<file path="config.mk">
export PLATFORM = sky130hd
export DESIGN_NAME = if_fetch_stage
export DESIGN_NICKNAME = d
export VERILOG_FILES = /design/src/rtl/cpu_defs_pkg.sv /design/src/rtl/mux2to1_32.sv /design/src/rtl/if_fetch_stage.sv
export SDC_FILE = /design/constraint.sdc
export NUM_CORES = 1
export LEC_CHECK = 0
export ABC_AREA = 1
export CORE_UTILIZATION = 30
export CTS_BUF_LIST = sky130_fd_sc_hd__clkbuf_2
export CTS_CLUSTER_SIZE = 8
export DETAILED_ROUTE_END_ITERATION = 7
export GPL_ROUTABILITY_DRIVEN = 0
export GPL_TIMING_DRIVEN = 0
export PLACE_DENSITY = 0.59
export SETUP_SLACK_MARGIN = 0.4
export SYNTH_ARGS = -nofsm -noshare
export SYNTH_HDL_FRONTEND = slang
export SYNTH_HIERARCHICAL = 1
export SYNTH_SLANG_ARGS = --single-unit
</file>
<file path="constraint.sdc">
create_clock -name clk -period 2 [get_ports clk]
set_clock_uncertainty 0.15 [all_clocks]
set_input_delay 0.4 -clock clk [delete_from_list [all_inputs] [get_ports clk]]
set_output_delay 0.4 -clock clk [all_outputs]
set_load 0.005 [all_outputs]
</file>
<file path="src/rtl/cpu_defs_pkg.sv">
//==============================================================================
// Module      : cpu_defs (package)
// Description : Shared CPU constants: XLEN, PC increment, NOP encoding, reset PC.
// Revision    : 1.0 - initial release
//==============================================================================
`default_nettype none

`ifndef XLEN
`define XLEN 32
`endif

package cpu_defs;
  localparam logic [`XLEN-1:0] c_pc_incr   = `XLEN'd4;
  localparam logic [`XLEN-1:0] c_nop_instr = `XLEN'h0000_0000;
  localparam logic [`XLEN-1:0] c_reset_pc  = `XLEN'h0000_0000;
endpackage

`default_nettype wire

</file>
<file path="src/rtl/mux2to1_32.sv">
//==============================================================================
// Module      : mux2to1_32
// Description : 32-bit 2:1 multiplexer; y = sel ? a : b.
// Revision    : 1.0 - initial release
//==============================================================================
`default_nettype none

module mux2to1_32 (
  input  logic              sel,
  input  logic [`XLEN-1:0]  a,
  input  logic [`XLEN-1:0]  b,
  output logic [`XLEN-1:0]  y
);
  assign y = sel ? a : b;
endmodule

`default_nettype wire

</file>
<file path="src/rtl/if_fetch_stage.sv">
//==============================================================================
// Module      : if_fetch_stage
// Description : IF stage - PC register, PC+4, next-PC select, IF/ID register.
//               Optional FETCH_PERF_CNT_EN adds stall_cnt/flush_cnt outputs.
// Revision    : 1.0 - initial release
//==============================================================================
`default_nettype none

module if_fetch_stage
  import cpu_defs::*;
#(
  parameter logic [31:0] RESET_PC  = c_reset_pc,
  parameter logic [31:0] NOP_INSTR = c_nop_instr
) (
  input  logic        clk,
  input  logic        rst_n,
  input  logic        stall,
  input  logic        redirect,
  input  logic [31:0] redirect_pc,
  output logic [31:0] imem_addr,
  input  logic [31:0] imem_rdata,
  output logic [31:0] if_id_pc4,
  output logic [31:0] if_id_instr,
  output logic        if_id_valid
`ifdef FETCH_PERF_CNT_EN
  ,
  output logic [31:0] stall_cnt,
  output logic [31:0] flush_cnt
`endif
);

  logic [31:0] r_pc;
  logic [31:0] r_if_id_pc4;
  logic [31:0] r_if_id_instr;
  logic        r_if_id_valid;
  logic [31:0] w_pc4;
  logic [31:0] w_target;
  logic [31:0] w_next_pc;

  assign w_pc4    = r_pc + c_pc_incr;
  assign w_target = {redirect_pc[31:2], 2'b00};

  mux2to1_32 u_next_pc_mux (
    .sel (redirect),
    .a   (w_target),
    .b   (w_pc4),
    .y   (w_next_pc)
  );

  // Stall wins over redirect; ID keeps redirect asserted until the stall drops.
  always_ff @(posedge clk) begin
    if (!rst_n) begin
      r_pc          <= RESET_PC;
      r_if_id_pc4   <= 32'h0;
      r_if_id_instr <= NOP_INSTR;
      r_if_id_valid <= 1'b0;
    end else if (!stall) begin
      r_pc        <= w_next_pc;
      r_if_id_pc4 <= w_pc4;
      if (redirect) begin
        r_if_id_instr <= NOP_INSTR;
        r_if_id_valid <= 1'b0;
      end else begin
        r_if_id_instr <= imem_rdata;
        r_if_id_valid <= 1'b1;
      end
    end
  end

  assign imem_addr   = r_pc;
  assign if_id_pc4   = r_if_id_pc4;
  assign if_id_instr = r_if_id_instr;
  assign if_id_valid = r_if_id_valid;

`ifdef FETCH_PERF_CNT_EN
  logic [31:0] r_stall_cnt;
  logic [31:0] r_flush_cnt;

  // Both counters saturate rather than wrap.
  always_ff @(posedge clk) begin
    if (!rst_n) begin
      r_stall_cnt <= 32'h0;
      r_flush_cnt <= 32'h0;
    end else begin
      if (stall && (r_stall_cnt != 32'hFFFF_FFFF))
        r_stall_cnt <= r_stall_cnt + 32'd1;
      if (redirect && !stall && (r_flush_cnt != 32'hFFFF_FFFF))
        r_flush_cnt <= r_flush_cnt + 32'd1;
    end
  end

  assign stall_cnt = r_stall_cnt;
  assign flush_cnt = r_flush_cnt;
`endif

endmodule

`default_nettype wire

</file>
Word level (Yosys, flattened, before mapping)
Cells that the tools add are included.
- register bits after elaboration: 97
- input port bits: 68
- output and inout bits: 97
- logic and storage cells: 8
- $add $sub $neg: 1
- muxes and demuxes: 3
- operators with widths (cell ; count):
    2-to-1 mux 32 bit ; 2
    adder 32 x 3 -> 32 bit, second input constant ; 1
    2-to-1 mux 1 bit ; 1

Logic depth before layout (Yosys ltp)
Gate-level depths: netlist (run 1).
- depth in word-level cells: 2
- depth in mapped cells: 12
- gate-level depth less buffers: 12

By module
Netlist (run 1), hierarchy kept.
- by module, submodules not included (module ; times used ; cells each ; area an instance (µm²) ; sequential area each (µm²)):
    if_fetch_stage ; 1 ; 645 ; 4329.2 ; 1941.9
    mux2to1_32 ; 1 ; 104 ; 491.7 ; 0.0

Least setup slack after synthesis (run 1)
OpenSTA, ideal clock, no wires.
- path kind: register to register
- start point: reg r_pc[3], in the netlist imem_addr[3]
- end point: reg r_pc[22], in the netlist imem_addr[22]
- setup time: 0.128 ns
- arrival: 1.486 ns
- required time: 1.722 ns
- path slack: 0.235 ns
- cell stages (with the launch flop): 13
- path buffers: 0
- clock period less this slack: 1.765 ns
- cell sequence: dfxtp_1 > ha_1 > nand2_1 > nor2_2 > nand2_4 > nor2_4 > nand2_1 > nand2_1 > nand2_1 > nand2_1 > nand2_1 > o21ai_0 > a21oi_1
- longest elaborated chain between the ends: 2
- ends and longest elaborated chain (element ; line ; text):
    from (decl) ; if_fetch_stage.sv:32 ; logic [31:0] r_pc;
    from (signal assigned) ; if_fetch_stage.sv:58 ; r_pc <= w_next_pc;
    adder 32 x 3 -> 32 bit ; if_fetch_stage.sv:40 ; assign w_pc4 = r_pc + c_pc_incr;
    via w_pc4[22] ; if_fetch_stage.sv:36 ; logic [31:0] w_pc4;
    2-to-1 mux 32 bit ; mux2to1_32.sv:14 ; assign y = sel ? a : b;
    via w_next_pc[22] ; if_fetch_stage.sv:38 ; logic [31:0] w_next_pc;
The timed path passes the listed nets, and every way through them passes these cells.
A chain may end at the register's enable or synchronous reset.

Final worst setup path (run 1)
Same ends and word-level chain as after synthesis.

==> results of run 1 <==
==> cell usage in the layout, fill, tap and decap left out, types with 15 or more instances in the layout <==
cell type        Yosys  routed
dfxtp_2              0      75
clkbuf_1            19      18
nor2_1             115     102
buf_6                3      94
o21ai_0             45      31
buf_2                8      36
inv_1               58      58
nand3_1             28      21
a21oi_1             54      54
nand2_1            259     236
buf_4                2      45
nor2_4               6      15
clkdlybuf4s50_1      0      64
dfxtp_4              0      22
o21ai_1             12      20
nand2_2             13      32
==> what timing repair did <==
item / in CTS / in global routing
setup endpoints to repair: 140 / 160
hold buffers: 1 / 0
hold endpoints to repair: 6 / 0
gates resized for setup: 582 / 88
pin swaps: 22 / 12
buffers inserted: 42 / 23
==> cell usage after synthesis <==
master	count	area share (%)
inv_1	58	4.5
nand3_1	28	2.9
and2_1	1	0.13
ha_1	1	0.26
xor2_1	3	0.55
nand3b_1	2	0.31
conb_1	1	0.078
nor2_1	115	9.0
a21oi_1	54	5.6
nand2_1	259	20
inv_8	1	0.23
nand2_2	13	1.7
clkinv_1	1	0.078
buf_1	3	0.23
or2_1	1	0.13
buf_2	8	0.83
buf_12	1	0.42
buf_6	3	0.70
o21ai_1	12	1.2
o21ai_0	45	4.7
nor2_2	6	0.78
clkbuf_8	3	0.86
clkbuf_1	19	1.5
dfxtp_1	97	40
buf_4	2	0.31
nor2_4	6	1.4
xnor2_1	4	0.73
nand2_4	2	0.47
==> worst min path at each step <==
stage	start	endpoint	slack, ns	cells past startpoint
after detailed placement	if_id_instr[21]$_SDFFE_PN0N_	if_id_instr[21]$_SDFFE_PN0N_	0.30	2
after floorplan	if_id_instr[0]$_SDFFE_PN0N_	if_id_instr[0]$_SDFFE_PN0N_	0.31	2
after global routing	imem_rdata[26]	if_id_instr[26]$_SDFFE_PN0N_	0.07	3
final	imem_rdata[4]	if_id_instr[4]$_SDFFE_PN0N_	0.13	3
after CTS	imem_rdata[21]	if_id_instr[21]$_SDFFE_PN0N_	0.06	3
after global placement	if_id_instr[28]$_SDFFE_PN0N_	if_id_instr[28]$_SDFFE_PN0N_	0.30	2
==> registers in the layout, summed over array words and instances, names as in the netlist <==
| name | count |
|---|---|
| if_id_pc4 | 32 |
| imem_addr | 32 |
| if_id_valid | 1 |
| if_id_instr | 32 |
==> metal layers <==
layer  vias up  global-route usage (%)
met5         -                       0
met4         0                    6.23
met3        21                    9.23
met2       160                    34.9
met1      2420                    24.6
li1       2790                       -
==> power breakdown <==
| group | total, mW | switching (mW) | leakage, nW | internal (mW) |
|---|---|---|---|---|
| registers | 2.14 | 0.0776 | 0.841 | 2.06 |
| logic | 1.06 | 0.494 | 2.77 | 0.562 |
| clock network | 1.12 | 0.703 | 0.0782 | 0.419 |
==> through the flow <==
stage / TNS (ns) / hold slack, ns / setup slack, ns / area, sq um
3_3_place_gp: -11.07 / 0.302 / -0.183 / 6730
5_1_grt: -0.219 / 0.0682 / -0.0468 / 7830
2_1_floorplan: 0 / 0.312 / 0.385 / 4860
4_1_cts: 0 / 0.0569 / 0.102 / 7280
3_5_place_dp: -12.07 / 0.305 / -0.203 / 6730
6_report: 0 / 0.130 / 0.0819 / 7830
==> kinds of logic (layout without fill, tap and decap cells) <==
group | count (synthesis) | after routing | share of synthesized area [%]
flip-flops | 97 | 97 | 40.3
AO/OA/AOI/OAI | 111 | 111 | 11.5
AND/OR/NAND/NOR | 433 | 433 | 36.9
adder cells (fa/ha/maj) | 1 | 1 | 0.259
XOR/XNOR | 7 | 7 | 1.27
buffers and inverters | 99 | 342 | 9.65
other | 1 | 3 | 0.0778
==> cell type report <==
| type | instances | area [sq um] | area share [%] |
|---|---|---|---|
| Antenna cell | 1 | 2.50 | 0.0320 |
| Timing Repair Buffer | 227 | 2130 | 27.2 |
| Tap cell | 211 | 264 | 3.37 |
| Clock inverter | 5 | 80.1 | 1.02 |
| Multi-Input combinational cell | 554 | 2700 | 34.5 |
| Clock buffer | 11 | 55.1 | 0.703 |
| Inverter | 60 | 233 | 2.97 |
| Sequential cell | 97 | 2120 | 27.1 |
| Buffer | 39 | 243 | 3.10 |
==> critical path, delay by kind of cell, from the launching register on <==
kind	cells	cell delay, ns
AOI/OAI and AO/OA	2	0.17
and+or+nand+nor	9	0.79
adders and majority gates	1	0.15
buffers and inverters	1	0.11
DFF	1	0.42
==> reports/metrics.cfg, run 1 <==
[status]
outcome=finished, final reports clean

[grt]
grt_pass1_vias=5160
overflow=0
track_usage_pct=21.1
grt_max_degree=16
grt_first_pass_wirelength_mm=26.6
antenna_found_initial=1

[timing]
rsz0062_at_grt=yes
finalSetupViolCount=0
hold_viol_final=0
worst_pin_slew_ns=0.601
period_minus_slack_ns=1.92
period_share_pct=95.9
max_freq_mhz=521
drv_slew=0
timing.slew.headroom_pct=59.9

[floorplanning]
core_sq_um=15400
std_cell_rows=45
die_area_sq_um=16600
ioPinCount=165
die_h_microns=129
initial_core_util_pct=31.2
die_w_microns=129

[routing]
wl_met3_mm=1.63
num_vias=5391
drt_iter0_drc=258
wl_met1_mm=7.24
drtAntennaViolNets=0
wl_per_cell_microns=14.2
drcViolationCount=0
wirelength_mm=17.1
first_pass_iters=5
top_layer_used=met4
viasPerCell=4.47
wl_met2_mm=7.91

[synth]
synth_warnings=6
ys_seq_elements=97
syn_area_per_cell_sq_um=6.44
ys_seq_area_share_pct=40.3
synth_cells=749
synth_cell_types=28
synth_area_sq_um=4820

[worst_setup_path]
cp_common_cell=nand2_1
r2r_cells=13
slowest_delay_ns=0.42
r2r-end=imem_addr[22]$_SDFFE_PN0N_
crit_chain=buf_6 -> ha_4 -> nand2_4 -> nor2_4 -> nand2_4 -> nor2_4 -> nand2_2 -> nand2_2 -> nand2_1 -> nand2_1 -> nand2_1 -> o21ai_1 -> a21oi_1
reg2reg_slack_ns=0.08
crit_path_start_kind=register
crit_required_ns=2.36
path_class=register to register
rr_startpoint=imem_addr[3]$_SDFFE_PN0N_
cp-endpoint=imem_addr[22]$_SDFFE_PN0N_
worstPathArrival_ns=2.28
crit_start=imem_addr[3]$_SDFFE_PN0N_
crit_slowest_cell=dfxtp_4
cp-end-kind=register
worst-path-max-fanout=7

[cells_and_area]
drive_above_1_share_pct=38.0
area_growth_pct=62.4
final_core_util_pct=50.7
final_cells=1205
fillers=1562
nets=1057

[place]
port_buffers=161
placed_cells=1122
dpl.hpwl_mm=12.2

[power]
leakage_nw=3.69
power_mw=4.32
power.density_nw_per_um2=551
irDropWorstVdd_v=0.000495

[clocking]
cts-htree-levels=3
cts_tree=done
root_buffer=clkbuf_2
cts_buffers=9
clk_latency_ns=0.63
clock_sinks=97
clk_path_buf_depth=2
path_clk_slew_ns=0.28

[flow_run]
cap_violations=0

[min_path]
worstHoldPathType=primary input to register

Note: power is estimated with default switching activity, not from simulation.
==> run 2, diff against run 1 <==
--- a/config.mk
+++ b/config.mk
@@ -6,13 +6,13 @@
 export NUM_CORES = 1
 export LEC_CHECK = 0
 export ABC_AREA = 1
-export CORE_UTILIZATION = 30
+export CORE_UTILIZATION = 24
 export CTS_BUF_LIST = sky130_fd_sc_hd__clkbuf_2
 export CTS_CLUSTER_SIZE = 8
 export DETAILED_ROUTE_END_ITERATION = 7
 export GPL_ROUTABILITY_DRIVEN = 0
 export GPL_TIMING_DRIVEN = 0
-export PLACE_DENSITY = 0.59
+export PLACE_DENSITY = 0.5
 export SETUP_SLACK_MARGIN = 0.4
 export SYNTH_ARGS = -nofsm -noshare
 export SYNTH_HDL_FRONTEND = slang
==> run 2 against run 1 <==
  * First-iteration DRC count shrank 14%
  * Critical endpoint is now imem_addr[28]$_SDFFE_PN0N_
  * Utilization shrank 9.9 points
  * Clock power shrank 9%
  * Total power down 2.0%
  * Sequential share of layout area is 0.45 points lower
  * Combinational power hardly changed
  * Largest power group unchanged
  * Critical path depth stayed put
  * Non-clock buffer count grew 6
==> reports/metrics.cfg, run 2 (synthesis gave the netlist of run 1 again) <==
[timing]
finalSetupViolCount=0  ; unchanged
max_freq_mhz=518  ; -0.57%
setup_slack_ns=0.0709  ; -0.0110 ns
period_share_pct=96.5  ; +0.55 points
worst_pin_slew_ns=0.659  ; +0.0577 ns
holdWs_ns=0.126  ; -0.00404 ns
rsz0062_at_grt=yes
period_minus_slack_ns=1.93  ; +0.0110 ns
hold_viol_final=0  ; unchanged
drv_slew=0  ; unchanged
timing.slew.headroom_pct=56.1  ; -3.8 points

[worst_setup_path]
worst-path-max-fanout=7  ; unchanged
crit_chain=buf_6 -> ha_4 -> nand2_4 -> nor2_4 -> nand2_4 -> nor2_4 -> nand2_1 -> nand2_1 -> nand2_1 -> nand2_1 -> nand2_1 -> o21ai_1 -> a21oi_1
crit_start=imem_addr[2]$_SDFFE_PN0N_
cp.depth=13  ; unchanged
cp-endpoint=imem_addr[28]$_SDFFE_PN0N_
r2r-end=imem_addr[28]$_SDFFE_PN0N_
rr_startpoint=imem_addr[2]$_SDFFE_PN0N_
crit_slowest_cell=dfxtp_4
crit_buf_inv=1  ; unchanged
slowest_delay_ns=0.42  ; about the same
cp_common_cell=nand2_1
r2r_cells=13  ; unchanged
crit_required_ns=2.36  ; about the same
crit_family=simple AND/OR/NAND/NOR gates
cp-end-kind=register
worstPathArrival_ns=2.29  ; about the same
reg2reg_slack_ns=0.07  ; about the same
path_class=register to register
crit_path_start_kind=register

[grt]
track_usage_pct=17.5  ; -3.6 points
grt_pass1_vias=5103  ; -1.1%
grt_max_degree=17  ; +1
antenna_found_initial=1  ; unchanged
overflow=0  ; unchanged
grt_first_pass_wirelength_mm=27.2  ; +2.6%

[clocking]
cts_buffers=9  ; unchanged
cts_tree=done
root_buffer=clkbuf_2
clk_path_buf_depth=2  ; unchanged
path_clk_slew_ns=0.28  ; about the same
clock_sinks=97  ; unchanged
clk_latency_ns=0.62  ; about the same
cts-htree-levels=3  ; unchanged

[cells_and_area]
antenna_cells=0  ; -1
nets=1063  ; +0.57%
area_growth_pct=65.9
drive_above_1_share_pct=40.7  ; +2.8 points
final_common_cell=nand2_1
final_cell_mix=226 x nand2_1, 97 x nor2_1, 95 x buf_6

[routing]
drt_iter0_drc=222  ; -14%
drtAntennaViolNets=0  ; unchanged
viasPerCell=4.30  ; -3.9%
first_pass_iters=4  ; -1
drcViolationCount=0  ; unchanged
num_vias=5434  ; +0.80%
wl_per_cell_microns=14.2  ; +0.15%
wirelength_mm=18.0  ; +5.1%

[floorplanning]
die_w_microns=144  ; +12%
die_h_microns=144  ; +12%
core_sq_um=19600  ; +27%
die_area_sq_um=20700  ; +25%
std_cell_rows=51  ; +13%
initial_core_util_pct=24.6  ; -6.6 points
ioPinCount=165  ; unchanged

[power]
power_mw=4.23  ; -2.0%
leakage_nw=3.74  ; +1.3%
power.density_nw_per_um2=529  ; -4.1%
irDropWorstVdd_v=0.000362  ; -27%

[flow_run]
cap_violations=0  ; unchanged

[min_path]
worstHoldPathType=primary input to register

[place]
dpl.hpwl_mm=12.9  ; +6.1%
port_buffers=161  ; unchanged
pre_cts_ws_ns=-0.320  ; -0.118 ns

[status]
outcome=finished, final reports clean

-- run 2: cell types whose count changed in the layout (fill, tap and decap cells not counted), moves of 5 or more --
cell and change:
nor2_1 -5, nand2_2 +9, o21ai_0 -9, nand2_1 -10, o21ai_1 +6
-- run 2: worst reg2reg max path, cell delays in order, from the launching register on --
cell and delay (ns):
dfxtp_4 0.42, buf_6 0.12, ha_4 0.16, nand2_4 0.06, nor2_4 0.11, nand2_4 0.12, nor2_4 0.21, nand2_1 0.07
nand2_1 0.10, nand2_1 0.06, nand2_1 0.05, nand2_1 0.05, o21ai_1 0.11, a21oi_1 0.05
-- run 2: metrics by stage --
stage | TNS [ns] | instances | area, sq um | util [%]
finish | 0 | 1264 | 8000 | 40.8
global route | -0.330 | 1264 | 8000 | 40.8
CTS | 0 | 1237 | 7370 | 37.6
detailed placement | -18.85 | 1176 | 6800 | 34.7
global placement | -18.00 | 1176 | 6800 | 34.7
floorplan | 0 | 750 | 4860 | -
-- run 2: worst min path at each step --
stage	startpoint	end	slack [ns]	cells past startpoint
after CTS	imem_rdata[20]	if_id_instr[20]$_SDFFE_PN0N_	0.05	3
after floorplan	if_id_instr[0]$_SDFFE_PN0N_	if_id_instr[0]$_SDFFE_PN0N_	0.31	2
after global placement	if_id_instr[29]$_SDFFE_PN0N_	if_id_instr[29]$_SDFFE_PN0N_	0.30	2
after detailed placement	if_id_instr[24]$_SDFFE_PN0N_	if_id_instr[24]$_SDFFE_PN0N_	0.31	2
final	imem_rdata[20]	if_id_instr[20]$_SDFFE_PN0N_	0.13	3
after global routing	imem_rdata[18]	if_id_instr[18]$_SDFFE_PN0N_	0.02	3
-- run 2: what timing repair did --
action	4_1_cts	5_1_grt
cloned	0	0
hold endpoints to repair	6	0
pin swaps	22	44
setup buffers	44	27
resized for setup	588	123
setup endpoints to repair	143	182
hold buffers	1	0
-- run 2: per-layer routing --
metal	up-vias	share of wire [%]	wire length, microns	track usage, %
li1	2805	-	-	-
met1	2462	43	7660	21.2
met2	149	48	8550	29.6
met3	16	8.4	1520	6.20
met4	2	1.1	205	3.86
met5	-	0.072	13	0
-- run 2: final cells by class --
type,count,area [sq um]
inverters,60,233
clock inverters,7,70.1
repair buffers,233,2180
clock buffers,9,45.0
well taps,265,332
plain buffers,39,244
flip-flops and latches,97,2130
multi-input cells,554,2770
fillers,2116,11600
-- run 2: power by group --
part	switching (mW)	internal [mW]	leakage, nW
Combinational	0.508	0.563	2.83
Sequential	0.0754	2.06	0.843
Clock	0.738	0.286	0.0682
==> run 3, diff against run 2 <==
--- a/config.mk
+++ b/config.mk
@@ -6,13 +6,13 @@
 export NUM_CORES = 1
 export LEC_CHECK = 0
 export ABC_AREA = 1
-export CORE_UTILIZATION = 24
+export CORE_UTILIZATION = 47
 export CTS_BUF_LIST = sky130_fd_sc_hd__clkbuf_2
 export CTS_CLUSTER_SIZE = 8
 export DETAILED_ROUTE_END_ITERATION = 7
 export GPL_ROUTABILITY_DRIVEN = 0
 export GPL_TIMING_DRIVEN = 0
-export PLACE_DENSITY = 0.5
+export PLACE_DENSITY = 0.84
 export SETUP_SLACK_MARGIN = 0.4
 export SYNTH_ARGS = -nofsm -noshare
 export SYNTH_HDL_FRONTEND = slang
==> run 3 against run 2 <==
  * The run now ends with setup timing left
  * Non-clock buffer count unchanged
  * Count of clock-buffer cells in the layout unchanged
  * Combinational power about the same
  * Total power down 0.95%
  * Critical endpoint is now imem_addr[11]$_SDFFE_PN0N_
==> reports/metrics.cfg, run 3 (synthesis gave the netlist of run 1 again) <==
[clocking]
cts_tree=done
clock_sinks=97  ; unchanged
cts-htree-levels=3  ; unchanged
clk_latency_ns=0.58  ; -0.04 ns
cts_buffers=9  ; unchanged
root_buffer=clkbuf_2
path_clk_slew_ns=0.28  ; about the same
clk_path_buf_depth=2  ; unchanged

[timing]
setup_slack_ns=-0.104  ; -0.175 ns
max_freq_mhz=475  ; -8.3%
worst_pin_slew_ns=0.639  ; -0.0200 ns
finalSetupViolCount=5  ; +5
hold_viol_final=0  ; unchanged
drv_slew=0  ; unchanged
period_share_pct=105  ; +8.8 points
period_minus_slack_ns=2.10  ; +0.175 ns
rsz0062_at_grt=yes
finalSetupTns_ns=-0.196  ; -0.196 ns
timing.slew.headroom_pct=57.4  ; +1.3 points

[grt]
grt_pass1_vias=5513  ; +8.0%
overflow=0  ; unchanged
antenna_found_initial=0  ; -1
grt_first_pass_wirelength_mm=25.9  ; -5.1%
track_usage_pct=31.8  ; +14 points
grt_max_degree=16  ; -1

[status]
outcome=finished, violations left
violations=setup timing

[worst_setup_path]
cp-end-kind=register
worst-path-max-fanout=6  ; -1
crit_path_start_kind=register
worstPathArrival_ns=2.49  ; +0.20 ns
crit_required_ns=2.39  ; +0.03 ns
path_class=register to register

[flow_run]
cap_violations=0  ; unchanged

[routing]
wl_per_cell_microns=15.9  ; +12%
num_vias=6001  ; +10%
drcViolationCount=0  ; unchanged
viasPerCell=5.31  ; +23%
wirelength_mm=18.0  ; +0.27%
drt_iter0_drc=575  ; +160%
first_pass_iters=6  ; +2
drtAntennaViolNets=0  ; unchanged

[cells_and_area]
postLayoutCellArea_sq_um=7710  ; -3.7%
final_cells=1131  ; -11%
antenna_cells=0  ; unchanged
final_cell_mix=239 x nand2_1, 100 x nor2_1, 89 x buf_6
area_growth_pct=59.8
nets=1063  ; unchanged
final_common_cell=nand2_1
drive_above_1_share_pct=38.3  ; -2.5 points

[power]
power.density_nw_per_um2=543  ; +2.8%
leakage_nw=3.69  ; -1.5%
irDropWorstVdd_v=0.000400  ; +10%

[place]
dpl.hpwl_mm=10.7  ; -17%
placed_cells=1044  ; -11%
port_buffers=161  ; unchanged
placed_area_sq_um=6640  ; -2.4%

[floorplanning]
ioPinCount=165  ; unchanged
core_sq_um=9860  ; -50%
std_cell_rows=36  ; -29%
die_h_microns=103  ; -28%
initial_core_util_pct=48.9  ; +24 points
die_w_microns=103  ; -28%
die_area_sq_um=10700  ; -48%

[min_path]
worstHoldPathType=primary input to register

run 3: layout make-up:
type | count | area [sq um]
multi-input combinational | 554 | 2700
fill | 636 | 2160
timing repair buffer | 233 | 2150
sequential | 97 | 2110
buffer | 39 | 243
inverter | 60 | 233
tap | 133 | 166
clock inverter | 6 | 60.1
clock buffer | 9 | 45.0
run 3: worst max-delay path, stage by stage, from the launching register on:
cell     delay [ns]
dfxtp_4        0.43
buf_6          0.12
inv_1          0.10
nor2_4         0.16
nand2_4        0.14
nor2_4         0.27
buf_6          0.14
nand2_1        0.05
nand2_2        0.07
nand2_1        0.08
nand2_1        0.09
o21ai_0        0.10
a21oi_1        0.15
run 3: where the power goes:
group / internal, mW / total (mW) / switching [mW]
combinational: 0.555 / 1.08 / 0.526
clock: 0.277 / 0.965 / 0.688
sequential: 2.06 / 2.14 / 0.0795
total: 2.89 / 4.19 / 1.29
run 3: final timing paths:
check / start / end / slack [ns] / cells past startpoint
setup / recovery: imem_addr[2]$_SDFFE_PN0N_ / imem_addr[11]$_SDFFE_PN0N_ / -0.10 / 12
hold / removal: imem_rdata[2] / if_id_instr[2]$_SDFFE_PN0N_ / 0.19 / 3
setup reg to reg: imem_addr[2]$_SDFFE_PN0N_ / imem_addr[11]$_SDFFE_PN0N_ / -0.10 / 12
hold reg to reg: if_id_instr[17]$_SDFFE_PN0N_ / if_id_instr[17]$_SDFFE_PN0N_ / 0.33 / 2
run 3: routing by layer:
metal	vias up	share of wire [%]	global-route usage [%]
met5	-	0	0
met4	0	6.1	15.4
met2	440	47	53.6
met3	122	12	12.5
met1	2638	35	35.0
li1	2801	-	-
run 3: repair_timing:
item	4_1_cts	5_1_grt
buffers inserted	49	22
hold endpoints to repair	6	0
endpoints found under the setup margin	131	156
pin swaps	16	26
resized for setup	553	109
hold buffers	1	0
run 3: per-stage QoR:
step | worst slack, ns | util [%] | hold WS [ns] | power (mW)
detailed placement | -0.151 | 67.3 | 0.306 | 3.03
global route | -0.193 | 78.1 | 0.139 | 4.38
finish | -0.104 | 78.1 | 0.186 | 4.19
floorplan | 0.385 | - | 0.312 | 2.56
CTS | 0.150 | 71.9 | 0.155 | 4.00
global placement | -0.0979 | 67.3 | 0.301 | 3.01
